===== config.mk =====
export PLATFORM = sky130hd
export DESIGN_NAME = rx_hash_steer
export DESIGN_NICKNAME = d
export VERILOG_FILES = /design/src/rtl/rx_hash_steer.sv
export SDC_FILE = /design/constraint.sdc
export NUM_CORES = 2
export LEC_CHECK = 0
export CAP_MARGIN = 20
export CORE_AREA = 2 2 344 346
export DETAILED_ROUTE_END_ITERATION = 10
export DIE_AREA = 0 0 346 348
export HOLD_SLACK_MARGIN = 0.12
export PLACE_DENSITY = 0.75
export SKIP_CTS_REPAIR_TIMING = 1
export SLEW_MARGIN = 20
export SYNTH_ARGS = -nofsm -noshare
export SYNTH_HDL_FRONTEND = slang
export SYNTH_SLANG_ARGS = --single-unit

===== constraint.sdc =====
create_clock -name clk -period 3.5 [get_ports clk]
set_input_delay 0.7 -clock clk [delete_from_list [all_inputs] [get_ports clk]]
set_output_delay 0.7 -clock clk [all_outputs]
set_load 0.01 [all_outputs]

===== src/rtl/rx_hash_steer.sv =====
// Passive AXI-Stream receive parser: extracts the IPv4/TCP/UDP flow tuple, runs a
// byte-serial Toeplitz (RSS) hash and maps it through an indirection table to a queue.
module rx_hash_steer #(
  parameter int DATA_WIDTH = 256,
  parameter int KEEP_WIDTH = DATA_WIDTH/8,
  parameter int INDIR_BITS = 7,
  parameter int QUEUE_BITS = 4
) (
  input  logic                  clk,
  input  logic                  rst,
  input  logic [DATA_WIDTH-1:0] s_axis_tdata,
  input  logic [KEEP_WIDTH-1:0] s_axis_tkeep,
  input  logic                  s_axis_tvalid,
  input  logic                  s_axis_tlast,
  input  logic [319:0]          hash_key,
  input  logic                  tbl_wr_en,
  input  logic [INDIR_BITS-1:0] tbl_wr_addr,
  input  logic [QUEUE_BITS-1:0] tbl_wr_data,
  output logic [31:0]           m_axis_hash,
  output logic [3:0]            m_axis_hash_type,
  output logic [QUEUE_BITS-1:0] m_axis_hash_queue,
  output logic [31:0]           m_axis_dest_ip,
  output logic [15:0]           m_axis_dest_port,
  output logic                  m_axis_hash_valid,
  input  logic                  m_axis_hash_ready,
  output logic [15:0]           drop_count
);
  localparam int BYTES     = DATA_WIDTH/8;
  localparam int HDR_LEN   = 38;
  localparam int H         = (HDR_LEN + BYTES - 1) / BYTES;
  localparam int BEAT_W    = $clog2(H + 1);
  localparam int TBL_DEPTH = 1 << INDIR_BITS;

  typedef enum logic [1:0] {ST_IDLE, ST_HASH, ST_LOAD, ST_OUT} state_e;

  logic [BEAT_W-1:0] beat_q;
  logic              done_q;
  logic [7:0]        hdr_q   [HDR_LEN];
  logic [7:0]        hdr_cur [HDR_LEN];
  logic              hdr_done, short_frame;
  logic [15:0]       frame_len;

  function automatic logic [15:0] popcount(input logic [KEEP_WIDTH-1:0] k);
    logic [15:0] c;
    c = '0;
    for (int i = 0; i < KEEP_WIDTH; i++) c = c + 16'(k[i]);
    return c;
  endfunction

  function automatic logic [31:0] hash_byte(input logic [31:0] acc, input logic [7:0] b,
                                            input logic [319:0] key);
    logic [31:0] r;
    r = acc;
    for (int i = 0; i < 8; i++) if (b[7-i]) r = r ^ key[319-i -: 32];
    return r;
  endfunction

  // NOTE: combinational blocks use blocking '=' and assign every output before any
  // conditional update, so no latch is inferred and reads see the updated value.
  always_comb begin
    for (int g = 0; g < HDR_LEN; g++) begin
      hdr_cur[g] = hdr_q[g];
      if (s_axis_tvalid && beat_q == BEAT_W'(g / BYTES))
        hdr_cur[g] = s_axis_tdata[(g % BYTES)*8 +: 8];
    end
  end

  assign frame_len   = 16'(beat_q) * 16'(BYTES) + popcount(s_axis_tkeep);
  assign short_frame = s_axis_tlast && (frame_len < 16'(HDR_LEN));
  assign hdr_done    = s_axis_tvalid && !done_q && (s_axis_tlast || beat_q == BEAT_W'(H-1));

  // NOTE: sequential state is written only with non-blocking '<=' so every flop
  // samples pre-edge values regardless of block ordering.
  always_ff @(posedge clk or negedge rst) begin
    if (!rst) begin
      beat_q <= '0;
      done_q <= 1'b0;
      for (int g = 0; g < HDR_LEN; g++) hdr_q[g] <= '0;
    end else if (s_axis_tvalid) begin
      hdr_q <= hdr_cur;
      if (s_axis_tlast) begin
        beat_q <= '0;
        done_q <= 1'b0;
      end else begin
        if (beat_q != BEAT_W'(H)) beat_q <= beat_q + 1'b1;
        if (hdr_done) done_q <= 1'b1;
      end
    end
  end

  logic        ipv4, frag;
  logic [7:0]  proto;
  logic [3:0]  hd_type, hd_len;
  logic [95:0] hd_tuple;
  logic [31:0] hd_dip;
  logic [15:0] hd_dport;

  always_comb begin
    hd_tuple = '0;
    for (int i = 0; i < 12; i++) hd_tuple[95-8*i -: 8] = hdr_cur[26+i];
    proto    = hdr_cur[23];
    ipv4     = !short_frame && {hdr_cur[12], hdr_cur[13]} == 16'h0800 && hdr_cur[14] == 8'h45;
    frag     = ({hdr_cur[20], hdr_cur[21]} & 16'h3FFF) != 16'h0000;
    hd_type  = 4'b0000;
    hd_len   = 4'd0;
    hd_dip   = '0;
    hd_dport = '0;
    if (ipv4) begin
      hd_dip  = {hdr_cur[30], hdr_cur[31], hdr_cur[32], hdr_cur[33]};
      hd_type = 4'b0001;
      hd_len  = 4'd8;
      if (!frag && (proto == 8'd6 || proto == 8'd17)) begin
        hd_type  = (proto == 8'd6) ? 4'b0011 : 4'b0101;
        hd_len   = 4'd12;
        hd_dport = {hdr_cur[36], hdr_cur[37]};
      end
    end
  end

  logic [QUEUE_BITS-1:0] table_q [TBL_DEPTH];

  // NOTE: this table must reset to a known spread, so unlike a plain RAM it is
  // built from resettable flops rather than left uninitialised.
  always_ff @(posedge clk or negedge rst) begin
    if (!rst) begin
      for (int i = 0; i < TBL_DEPTH; i++) table_q[i] <= QUEUE_BITS'(i);
    end else if (tbl_wr_en) begin
      table_q[tbl_wr_addr] <= tbl_wr_data;
    end
  end

  state_e                state_q;
  logic [95:0]           tuple_q;
  logic [319:0]          key_q;
  logic [3:0]            cnt_q, type_l_q;
  logic [31:0]           acc_q, dip_l_q, hash_q, dip_q;
  logic [15:0]           dport_l_q, dport_q, drop_q;
  logic [3:0]            type_q;
  logic [QUEUE_BITS-1:0] queue_q;
  logic                  valid_q;

  always_ff @(posedge clk or negedge rst) begin
    if (!rst) begin
      state_q   <= ST_IDLE;
      tuple_q   <= '0;
      key_q     <= '0;
      cnt_q     <= '0;
      acc_q     <= '0;
      type_l_q  <= '0;
      dip_l_q   <= '0;
      dport_l_q <= '0;
      hash_q    <= '0;
      type_q    <= '0;
      queue_q   <= '0;
      dip_q     <= '0;
      dport_q   <= '0;
      valid_q   <= 1'b0;
      drop_q    <= '0;
    end else begin
      if (hdr_done && state_q != ST_IDLE && drop_q != 16'hFFFF) drop_q <= drop_q + 16'd1;
      case (state_q)
        ST_IDLE: if (hdr_done) begin
          tuple_q   <= hd_tuple;
          key_q     <= hash_key;
          cnt_q     <= hd_len;
          acc_q     <= '0;
          type_l_q  <= hd_type;
          dip_l_q   <= hd_dip;
          dport_l_q <= hd_dport;
          state_q   <= (hd_len != 4'd0) ? ST_HASH : ST_LOAD;
        end
        ST_HASH: begin
          // Tuple and key shift together so the current byte and its key window sit at the top.
          acc_q   <= hash_byte(acc_q, tuple_q[95:88], key_q);
          tuple_q <= tuple_q << 8;
          key_q   <= key_q << 8;
          cnt_q   <= cnt_q - 4'd1;
          if (cnt_q == 4'd1) state_q <= ST_LOAD;
        end
        ST_LOAD: begin
          hash_q  <= acc_q;
          queue_q <= table_q[acc_q[INDIR_BITS-1:0]];
          type_q  <= type_l_q;
          dip_q   <= dip_l_q;
          dport_q <= dport_l_q;
          valid_q <= 1'b1;
          state_q <= ST_OUT;
        end
        ST_OUT: if (m_axis_hash_ready) begin
          valid_q <= 1'b0;
          state_q <= ST_IDLE;
        end
        default: state_q <= ST_IDLE;
      endcase
    end
  end

  assign m_axis_hash       = hash_q;
  assign m_axis_hash_type  = type_q;
  assign m_axis_hash_queue = queue_q;
  assign m_axis_dest_ip    = dip_q;
  assign m_axis_dest_port  = dport_q;
  assign m_axis_hash_valid = valid_q;
  assign drop_count        = drop_q;
endmodule


==> impl_metrics.toml <==
[outcome]
status = "finished, violations left"
violations = "negative setup slack"

[yosys]
synth_compound_area_share_pct = 5.16
synthArstFlopShare_pct = 100
muxShareOfSynthArea_pct = 26.3
synth.avg_cell_area_sq_um = 12.1
synth_warnings = 0
yosys.cell_types.count = 59
ys_ff_latch = 1266
synthAdderAreaFrac_pct = 1.17
synth_flop_cell = "dfrtp_1"
syn_nets = 5657
synth-seq-area-share_pct = 53.1
synth-simple-area-share_pct = 7.53
synth-edff-count = 0
synthCells = 4990
synth_xor_xnor_area_share_pct = 3.98
syn_area_sq_mm = 0.0603
synth_top_family_by_area = "multiplexers"

[die]
die_area_sq_mm = 0.120
fp.dieH_um = 348
start_util_pct = 51.6
die_x_um = 346
pin_count = 730
rows = 126
core_area_sq_mm = 0.117

[worst_setup_path]
critPathCaptureType = "register"
required_ns = 4.13
critical_path.max_fanout = 7
crit_arrival_ns = 5.91
max_stage_delay_ns = 0.59
crit_slowest_cell = "fa_1"
criticalPathCategory = "input port to register"
cp_cell_sequence = "clkbuf_2 > inv_2 > fa_1 > fa_2 > fa_2 > fa_2 > fa_1 > inv_1 > fa_1 > ha_1 > and3b_1 > o21a_1 > or3_4 > a221oi_2 > o2111a_2 > buf_12 > clkbuf_16 > o31ai_2"
critPathLaunchType = "input port"

[timing]
finalSetupViolCount = 55
hold_viol_final = 0
tns_ns = -95.73
worst_slack_ns = -1.79
worst_slew_pin_slew_ns = 1.04
final.min_clock_period_ns = 5.29
period_share_pct = 151
slew_viol_final = 0
whs_ns = 0.478
finClkSkew_ns = 0.0325
slew_headroom_pct = 30.7
rsz0062_at_grt = "yes"
clock.fmax_ghz = 0.189

[clock_network]
clockRootBuffer = "clkbuf_16"
clk_pin_slew_worst_paths_ns = 0.06
cts-buffers-inserted = 137
cts_tree = "done"
clock-sinks = 1266
clk_path_buf_depth = 3
worstSkewPairLatency_ns = 0.75
cts-htree-levels = 4

[final_layout]
postLayoutCoreUtil_pct = 63.4
final_cell_mix = "1006 x dfrtp_1, 881 x nand2_1, 741 x mux2_2, 594 x clkdlybuf4s50_1, 441 x o21ai_0"
instances_no_fill = 7226
syn_to_final_growth_pct = 22.9
final_common_cell = "dfrtp_1"
nFillCells = 8799
drive_gt1_share_pct = 28.9
nNetsFinal = 6221

[placement]
pre_cts_slack_ns = -2.78
port_buffers = 614
place.gp.congestion = 0.883
dp_hpwl_um = 112000
placed_cells = 6942

[global_routing]
grt_usage_pct = 26.3
grt-ovfl-total = 0
grt_pass1_vias = 42300
grt_max_degree = 117
grt_pass1_wl_um = 248000
grt_antenna_before_repair = 38

[detailed_routing]
ant_nets = 0
dr.pass1.iters = 6
vias = 40800
drtIter0Drc = 2804
wl_per_cell_um = 22.1
wl_um = 160000
drc = 0
vias_per_cell = 5.65

[power_and_ir_drop]
pwr-share-comb_pct = 36.9
powerDensity_mw_per_mm2 = 784
p_sw_share_pct = 34.9
leakagePower_uw = 0.0314
p_int_uw = 37900
clkPwrFrac_pct = 25.1
ir_worst_vdd_uv = 657
p_switching_uw = 20300
pwr-share-seq_pct = 38.0

[min_path]
hold_path_class = "register to register"

[flow_run]
maxCapViolations = 0
[cell type report]
class / instances / area, sq um / share of cell area [%]
flip-flops and latches: 1266 / 32000 / 43.2
clock buffers: 202 / 4000 / 5.39
multi-input cells: 3296 / 27100 / 36.6
repair buffers: 795 / 8230 / 11.1
inverters: 58 / 218 / 0.294
well taps: 1536 / 1920 / 2.59
diodes: 26 / 65.1 / 0.0878
clock inverters: 47 / 566 / 0.763
[kinds of logic (layout without fill, tap and decap cells)]
kind of cell / count (synthesis) / in the layout
other cells: 1 / 27
xor+xnor: 274 / 274
compound gates: 562 / 562
buf+inv: 428 / 1102
fa+ha+maj: 42 / 42
mux: 1306 / 1306
simple gates: 1111 / 1111
flops: 1266 / 1266
[metal layers]
layer | share of wire (%) | vias up | wire length (um) | track usage (%)
li1 | - | 18500 | - | -
met1 | 40 | 20700 | 64400 | 33.4
met2 | 49 | 1276 | 78200 | 43.3
met3 | 6.4 | 342 | 10300 | 6.07
met4 | 4.4 | 26 | 6980 | 11.7
met5 | 0.11 | - | 178 | 0
[cell usage after synthesis (all sizes together), types with 3 or more instances]
cell / number / area share (%)
a22o: 16 / 0.23
and3: 3 / 0.031
or3: 6 / 0.062
a22oi: 7 / 0.087
nor2b: 15 / 0.16
clkbuf: 305 / 1.9
mux4: 146 / 5.5
nand4: 10 / 0.10
nor3b: 4 / 0.050
mux2: 741 / 14
o21ai: 442 / 3.7
o221ai: 3 / 0.044
or2: 8 / 0.083
a21oi: 15 / 0.12
o22ai: 6 / 0.062
nor4: 23 / 0.24
ha: 18 / 0.37
mux2i: 419 / 7.0
nor2: 69 / 0.43
nand3: 39 / 0.32
nand2b: 13 / 0.13
xor2: 103 / 1.5
o31ai: 52 / 0.65
dfstp: 256 / 11
a21o: 3 / 0.037
buf: 65 / 0.58
inv: 58 / 0.36
dfrtp: 1010 / 42
nand2: 883 / 5.5
nor3: 19 / 0.16
or4: 6 / 0.075
nor4b: 4 / 0.058
xnor2: 171 / 2.5
fa: 24 / 0.80
a31oi: 5 / 0.052
[path summary, 6_finish.rpt]
| check | slack [ns] | end | cells past startpoint | startpoint |
|---|---|---|---|---|
| worst min-delay path | 0.48 | key_q[266]$_DFFE_PN0P_ | 2 | key_q[266]$_DFFE_PN0P_ |
| worst min register to register | 0.48 | key_q[266]$_DFFE_PN0P_ | 2 | key_q[266]$_DFFE_PN0P_ |
| min in group asynchronous | 0.56 | table_q[99]$_DFFE_PN0P_ | 2 | rst |
| worst max-delay path | -1.79 | dip_l_q[21]$_DFFE_PN0P_ | 18 | s_axis_tkeep[5] |
| max in group asynchronous | 1.85 | hdr_q[140]$_DFFE_PN0P_ | 3 | rst |
| worst max register to register | 0.46 | m_axis_hash_queue[1]$_DFFE_PN0P_ | 6 | acc_q[0]$_DFFE_PN0P_ |
[power groups by stage]
stage                     combinational [uW]  clock, uW  sequential [uW]
after floorplan                        15200          0            20600
after detailed placement               20400          0            22300
after global routing                   23500      15500            22600
after global placement                 19800          0            22100
final                                  21500      14600            22100
after CTS                              20500      14900            22100
[worst max-delay path, delay by kind of cell]
family / cells / cell delay (ns)
buffers and inverters: 5 / 0.58
AO/OA/AOI/OAI: 4 / 0.89
AND/OR/NAND/NOR: 2 / 0.52
adder cells (fa/ha/maj): 7 / 3.20
[stage by stage]
step / instance area (sq um) / power [uW]
2_1_floorplan: 60400 / 35800
4_1_cts: 73500 / 57500
3_5_place_dp: 68900 / 42700
6_report: 74100 / 58100
5_1_grt: 74100 / 61600
3_3_place_gp: 68900 / 41900
[state kept, by name (all words and copies together) (netlist names), 16 cells and up]
name	flops
acc_q	32
hdr_q	142
dip_l_q	32
tuple_q	96
m_axis_dest_port	16
key_q	320
m_axis_hash	32
drop_count	16
dport_l_q	16
m_axis_dest_ip	32
table_q	512
(Power assumes the default switching activity.)
